$ cat config.mk
export PLATFORM = sky130hd
export DESIGN_NAME = axis_stall_gen
export DESIGN_NICKNAME = d
export VERILOG_FILES = /design/src/rtl/pkt_chk_pkg.sv /design/src/rtl/axis_stall_gen.sv
export SDC_FILE = /design/constraint.sdc
export NUM_CORES = 1
export LEC_CHECK = 0
export ABC_CLOCK_PERIOD_IN_PS = 1000
export CAP_MARGIN = 20
export CORE_AREA = 4 4 41 43
export DETAILED_ROUTE_END_ITERATION = 16
export DIE_AREA = 0 0 45 47
export GPL_ROUTABILITY_DRIVEN = 1
export PLACE_DENSITY_LB_ADDON = 0.12
export SYNTH_ARGS = -nofsm -noshare
export SYNTH_HDL_FRONTEND = slang
export SYNTH_SLANG_ARGS = --single-unit
export TNS_END_PERCENT = 50
$ cat constraint.sdc
create_clock -name clk -period 1 [get_ports clk]
set_input_delay 0.2 -clock clk [delete_from_list [all_inputs] [get_ports clk]]
set_output_delay 0.2 -clock clk [all_outputs]
set_load 0.005 [all_outputs]
$ cat src/rtl/pkt_chk_pkg.sv
// Shared constants, state encoding and byte helpers for the NET_SEND sink checker.
package pkt_chk_pkg;

    typedef enum logic {
        S_HDR  = 1'b0,
        S_BODY = 1'b1
    } state_e;

    localparam int unsigned DATA_W       = 512;
    localparam int unsigned BEAT_BYTES   = 64;
    localparam int unsigned BEAT_SHIFT   = 6;
    localparam int unsigned IDX_W        = 11;

    localparam logic [15:0] ETHERTYPE_IPV4 = 16'h0800;
    localparam logic [7:0]  IPV4_VER_IHL   = 8'h45;
    localparam logic [7:0]  IP_PROTO_UDP   = 8'h11;
    localparam int unsigned ETH_HDR_BYTES  = 14;
    localparam int unsigned MIN_IP_LEN     = 28;

    localparam int unsigned OFF_ETHERTYPE  = 12;
    localparam int unsigned OFF_VER_IHL    = 14;
    localparam int unsigned OFF_IP_LEN     = 16;
    localparam int unsigned OFF_PROTO      = 23;

    localparam logic [15:0] LFSR_SEED      = 16'hACE1;

    // Byte n of a beat sits at bits [8n+7:8n] (byte 0 is first on the wire).
    function automatic logic [7:0] get_byte(input logic [DATA_W-1:0] d, input int unsigned idx);
        return d[8*idx +: 8];
    endfunction

endpackage

$ cat src/rtl/axis_stall_gen.sv
// Pseudo-random backpressure: 16-bit Fibonacci LFSR (taps 16,14,13,11) compared against a ratio.
module axis_stall_gen
    import pkt_chk_pkg::*;
(
    input  logic       clk,
    input  logic       rst,
    input  logic [3:0] ratio,
    output logic       ready_c
);

    logic [15:0] lfsr;
    logic        feedback;

    assign feedback = lfsr[15] ^ lfsr[13] ^ lfsr[12] ^ lfsr[10];

    always_ff @(posedge clk) begin
        if (!rst) begin
            lfsr <= LFSR_SEED;
        end else begin
            lfsr <= {lfsr[14:0], feedback};
        end
    end

    // Ratio 0 never stalls; larger ratios stall more often.
    assign ready_c = (lfsr[3:0] >= ratio);

endmodule

After elaboration in Yosys (flattened, before gate mapping). Index checks and enable logic that the tools add are counted. W data, S select, Z words.

$add $sub $neg: 0. Multipliers: 0. Div/mod/pow operators: 0. $lt $le $gt $ge: 1. Equal/unequal tests: 0. Shift-type cells: 0. Muxes and demuxes: 0. Bitwise logic cells: 3. Reductions and logical operators: 0.

Operator list (number): $ge A4 B4 Y1 (1); $xor A1 B1 Y1 (3).

Flip-flop bits (word level): 16. Latch bits: 0. Memory bits (writable): 0. ROM bits: 0. Input port bits: 6. Output and inout port bits: 1. Logic and storage cells: 5. Memories kept: 0.

Longest topological paths before layout.
Depth after elaboration: 3. Gate-level depth with buffers: 5.

Worst setup path after synthesis. OpenSTA, ideal clock, no wires.

Path type: register -> output. Start: register lfsr[0]. End: output port ready_c. Arrival time: 922 ps. Path slack: -122 ps. Cell stages (with the launch flop): 6. Cells stage by stage: dfxtp_1 > inv_1 > ha_1 > nand2b_1 > a21oi_1 > o21ai_1.

Cells in the longest elaborated chain, start to end: 1.

Ends and longest elaborated chain: start, declared (RTL line axis_stall_gen.sv:11) `logic [15:0] lfsr;`; start signal, assigned (RTL line axis_stall_gen.sv:20) `lfsr <= {lfsr[14:0], feedback};`; $ge A4 B4 Y1 (RTL line axis_stall_gen.sv:25) `assign ready_c = (lfsr[3:0] >= ratio);`; end, declared (RTL line axis_stall_gen.sv:8) `output logic ready_c`.

Every way passes these cells.

Final worst setup path.
Start: input port ratio[3]. End: output port ready_c.

Cells in the longest elaborated chain, start to end: 1.

Ends and longest elaborated chain: start, declared (RTL line axis_stall_gen.sv:7) `input logic [3:0] ratio,`; $ge A4 B4 Y1 (RTL line axis_stall_gen.sv:25).

Every way passes these cells.

==> run_results.csv <==
group,metric,value,unit
power,p_sw_share,21.9,%
floorplanning,rows,13,
drt,drt_iter0_markers,6,
sta,fmax,0.664,GHz
power,p_leak,0.301,nW
power,power,1.18,mW
grt,grt.overflow.total,0,
cts,clk_latency,0.27,ns
critical_path,slowest_delay,0.46,ns
synthesis,syn-mean-instance-area,11.2,µm²
synthesis,synth_cells,49,
floorplanning,start_util,42.1,%
layout,max_flop_register,"lfsr",
critical_path,crit_type,"in2out",
sta,setup_ws,-0.506,ns
power,combPwrFrac,13.2,%
drt,ant_nets,0,
critical_path,r2r-end,"lfsr[0]$_SDFF_PN1_",
layout,final.fill_count,127,
critical_path,cp_slowest_cell,"clkdlybuf4s50_1",
sta,fin_crit_sh,151,%
cts,post_cts_buffers,0,
grt,grt_pass1_wl,1210,µm
cts,clockRootBuffer,"clkbuf_4",
drt,first_pass_iters,2,
power,p_per_area,1720,nW/µm²
sta,clock_skew,0.00340,ns
critical_path,r2r_cells,3,
cts,cts_tree,"yes",
synthesis,synth_seq_cells,16,
floorplanning,coreArea,1300,µm²
critical_path,r2r_slack,0.17,ns
drt,wirelength,739,µm
critical_path,reg2reg_from,"lfsr[12]$_SDFF_PN0_",
sta,relSlewSlack,89.2,%
grt,antenna_found_initial,0,
layout,largest_register_ffs,16,
sta,slew_viol_final,0,
place,dpl_worst_slack,-0.872,ns
power,peakVddDrop,828,µV
layout,fin_nets,71,
critical_path,critPathLaunchType,"input pin",
layout,final_cells,74,
critical_path,cp.required,0.80,ns
layout,area_delta_synth_final,24.9,%
synthesis,synth_area,548,µm²
layout,drive_above_1_share,22.0,%
cts,cts_made_buffers,3,
flow_run,maxCapViolCount,0,
run_status,violations,"negative setup slack",
sta,rsz0062_at_grt,"true",
synthesis,synth_cell_types,12,
place,io_buffers,6,
synthesis,syn_nets,59,
cts,clkTransAtPathRegs,0.08,ns
worst_hold_path,min_from,"lfsr[14]$_SDFF_PN0_",
grt,grt_pass1_vias,300,
place,placed_cells,71,
power,p_int,921,µW
floorplanning,die_w,45,µm
worst_hold_path,whs_endpoint,"lfsr[15]$_SDFF_PN1_",
worst_hold_path,hold_path_depth,1,
drt,viasPerCell,4.35,
synthesis,yosysWarnings,0,
layout,largestRegisters,"lfsr: 16 flops",
critical_path,cp.arrival,1.31,ns
cts,clk_path_buf_depth,2,
synthesis,ys_seq_area_share,58.4,%
drt,wl_per_cell,9.99,µm
cts,cts_hold_buf,0,
worst_hold_path,hold_path_class,"reg2reg",
sta,finalCriticalPeriod,1.51,ns
sta,hold_slack,0.411,ns
place,gp_congestion,0.697,
sta,worst_pin_slew,0.161,ns
critical_path,worstPathCellList,"clkdlybuf4s50_1, inv_1, ha_1, a21oi_1, o21ai_1, buf_2",
drt,via_count,322,
critical_path,endpoint_kind,"output port",
power,switchingPower,258,µW
place,hpwl,537,µm
critical_path,crit_fanout,2,
run_status,run_status,"complete, but fails checks",
floorplanning,die_area,2120,µm²
cts,htreeDepth,1,
drt,drc,0,
layout,post-route-util,52.6,%
sta,hold_viol_final,0,
cts,numClockSinks,16,
layout,antenna_cells,0,
sta,setup_viol,1,
grt,grt_usage,8.37,%
floorplanning,die_h,47,µm
power,clkPwrFrac,26.8,%
grt,grt_max_degree,9,
floorplanning,ios,7,
power,sequentialPowerShare,60.0,%
## power groups by stage
| stage | clock, mW | combinational, mW | sequential [mW] |
|---|---|---|---|
| after CTS | 0.326 | 0.152 | 0.705 |
| after global placement | 0 | 0.127 | 0.714 |
| after floorplan | 0 | 0.0835 | 0.710 |
| after global routing | 0.351 | 0.177 | 0.711 |
| after detailed placement | 0 | 0.134 | 0.717 |
| final | 0.316 | 0.156 | 0.707 |
## synthesized netlist by cell type
cell | n | area (µm²)
a21oi_1 | 2 | 10.0
and2_1 | 8 | 50.1
buf_6 | 1 | 11.3
dfxtp_1 | 16 | 320
ha_1 | 4 | 50.1
inv_1 | 4 | 15.0
nand2_1 | 2 | 7.51
nand2b_1 | 7 | 43.8
nand2b_2 | 1 | 8.76
o21ai_1 | 1 | 5.00
xnor2_1 | 1 | 8.76
xor2_1 | 2 | 17.5
## worst max-delay path by stage
stage / start / to / slack (ns)
6_report: ratio[3] / ready_c / -0.51
5_1_grt: lfsr[0]$_SDFF_PN1_ / ready_c / -0.56
4_1_cts: lfsr[0]$_SDFF_PN1_ / ready_c / -0.52
3_5_place_dp: ratio[3] / ready_c / -0.87
3_3_place_gp: ratio[0] / ready_c / -0.86
2_1_floorplan: lfsr[0]$_SDFF_PN1_ / ready_c / -0.1
## cell type report
class | count | area, µm² | area share [%]
sequential | 16 | 322 | 47.0
multi-input combinational | 28 | 238 | 34.7
timing repair buffer | 8 | 68.8 | 10.1
clock buffer | 3 | 22.5 | 3.29
tap | 15 | 18.8 | 2.74
inverter | 4 | 15.0 | 2.19
## critical path, delay by kind of cell
| kind | cells | cell delay (ns) |
|---|---|---|
| AOI/OAI and AO/OA | 2 | 0.19 |
| adders and majority gates | 1 | 0.30 |
| buffers and inverters | 3 | 0.62 |
## layer usage
layer | GRT usage (%) | wire [µm] | vias to the layer above
met5 | 0 | 0 | -
met4 | 7.02 | 4 | 0
met3 | 2.30 | 51 | 2
met2 | 11.3 | 307 | 7
met1 | 11.0 | 376 | 143
li1 | - | - | 170
## through the flow
| step | setup TNS [ns] | area (µm²) |
|---|---|---|
| 2_1_floorplan | -0.0962 | 548 |
| 3_3_place_gp | -1.11 | 631 |
| 3_5_place_dp | -1.18 | 631 |
| 4_1_cts | -0.523 | 672 |
| 5_1_grt | -0.559 | 684 |
| 6_report | -0.506 | 684 |
## cells by family after synthesis
| logic type | share of synthesized area (%) |
|---|---|
| adder cells (fa/ha/maj) | 9.13 |
| AND/OR/NAND/NOR | 20.1 |
| flip-flops | 58.4 |
| XOR/XNOR | 4.80 |
| buffers and inverters | 4.79 |
| AO/OA/AOI/OAI | 2.74 |
## layout by cell type, fill, tap and decap left out
cell	synthesis	final
inv_2	0	1
ha_4	0	2
clkdlybuf4s50_1	0	4
o21ai_1	1	1
nand2b_4	0	1
nand2b_2	1	1
dlygate4sd2_1	0	1
a21oi_2	0	1
dfxtp_1	16	15
a21oi_1	2	1
nand2_1	2	2
clkbuf_4	0	3
xnor2_1	1	1
buf_2	0	1
inv_1	4	3
buf_4	0	2
dfxtp_2	0	1
and2_1	8	8
nand2b_1	7	6
xor2_1	2	2
ha_1	4	2
## timing repair
item	in CTS	in global routing
gates resized for setup	10	1
pin swaps	2	3
endpoints found under the setup margin	1	1
No activity file was read; power rests on OpenSTA's default activity.
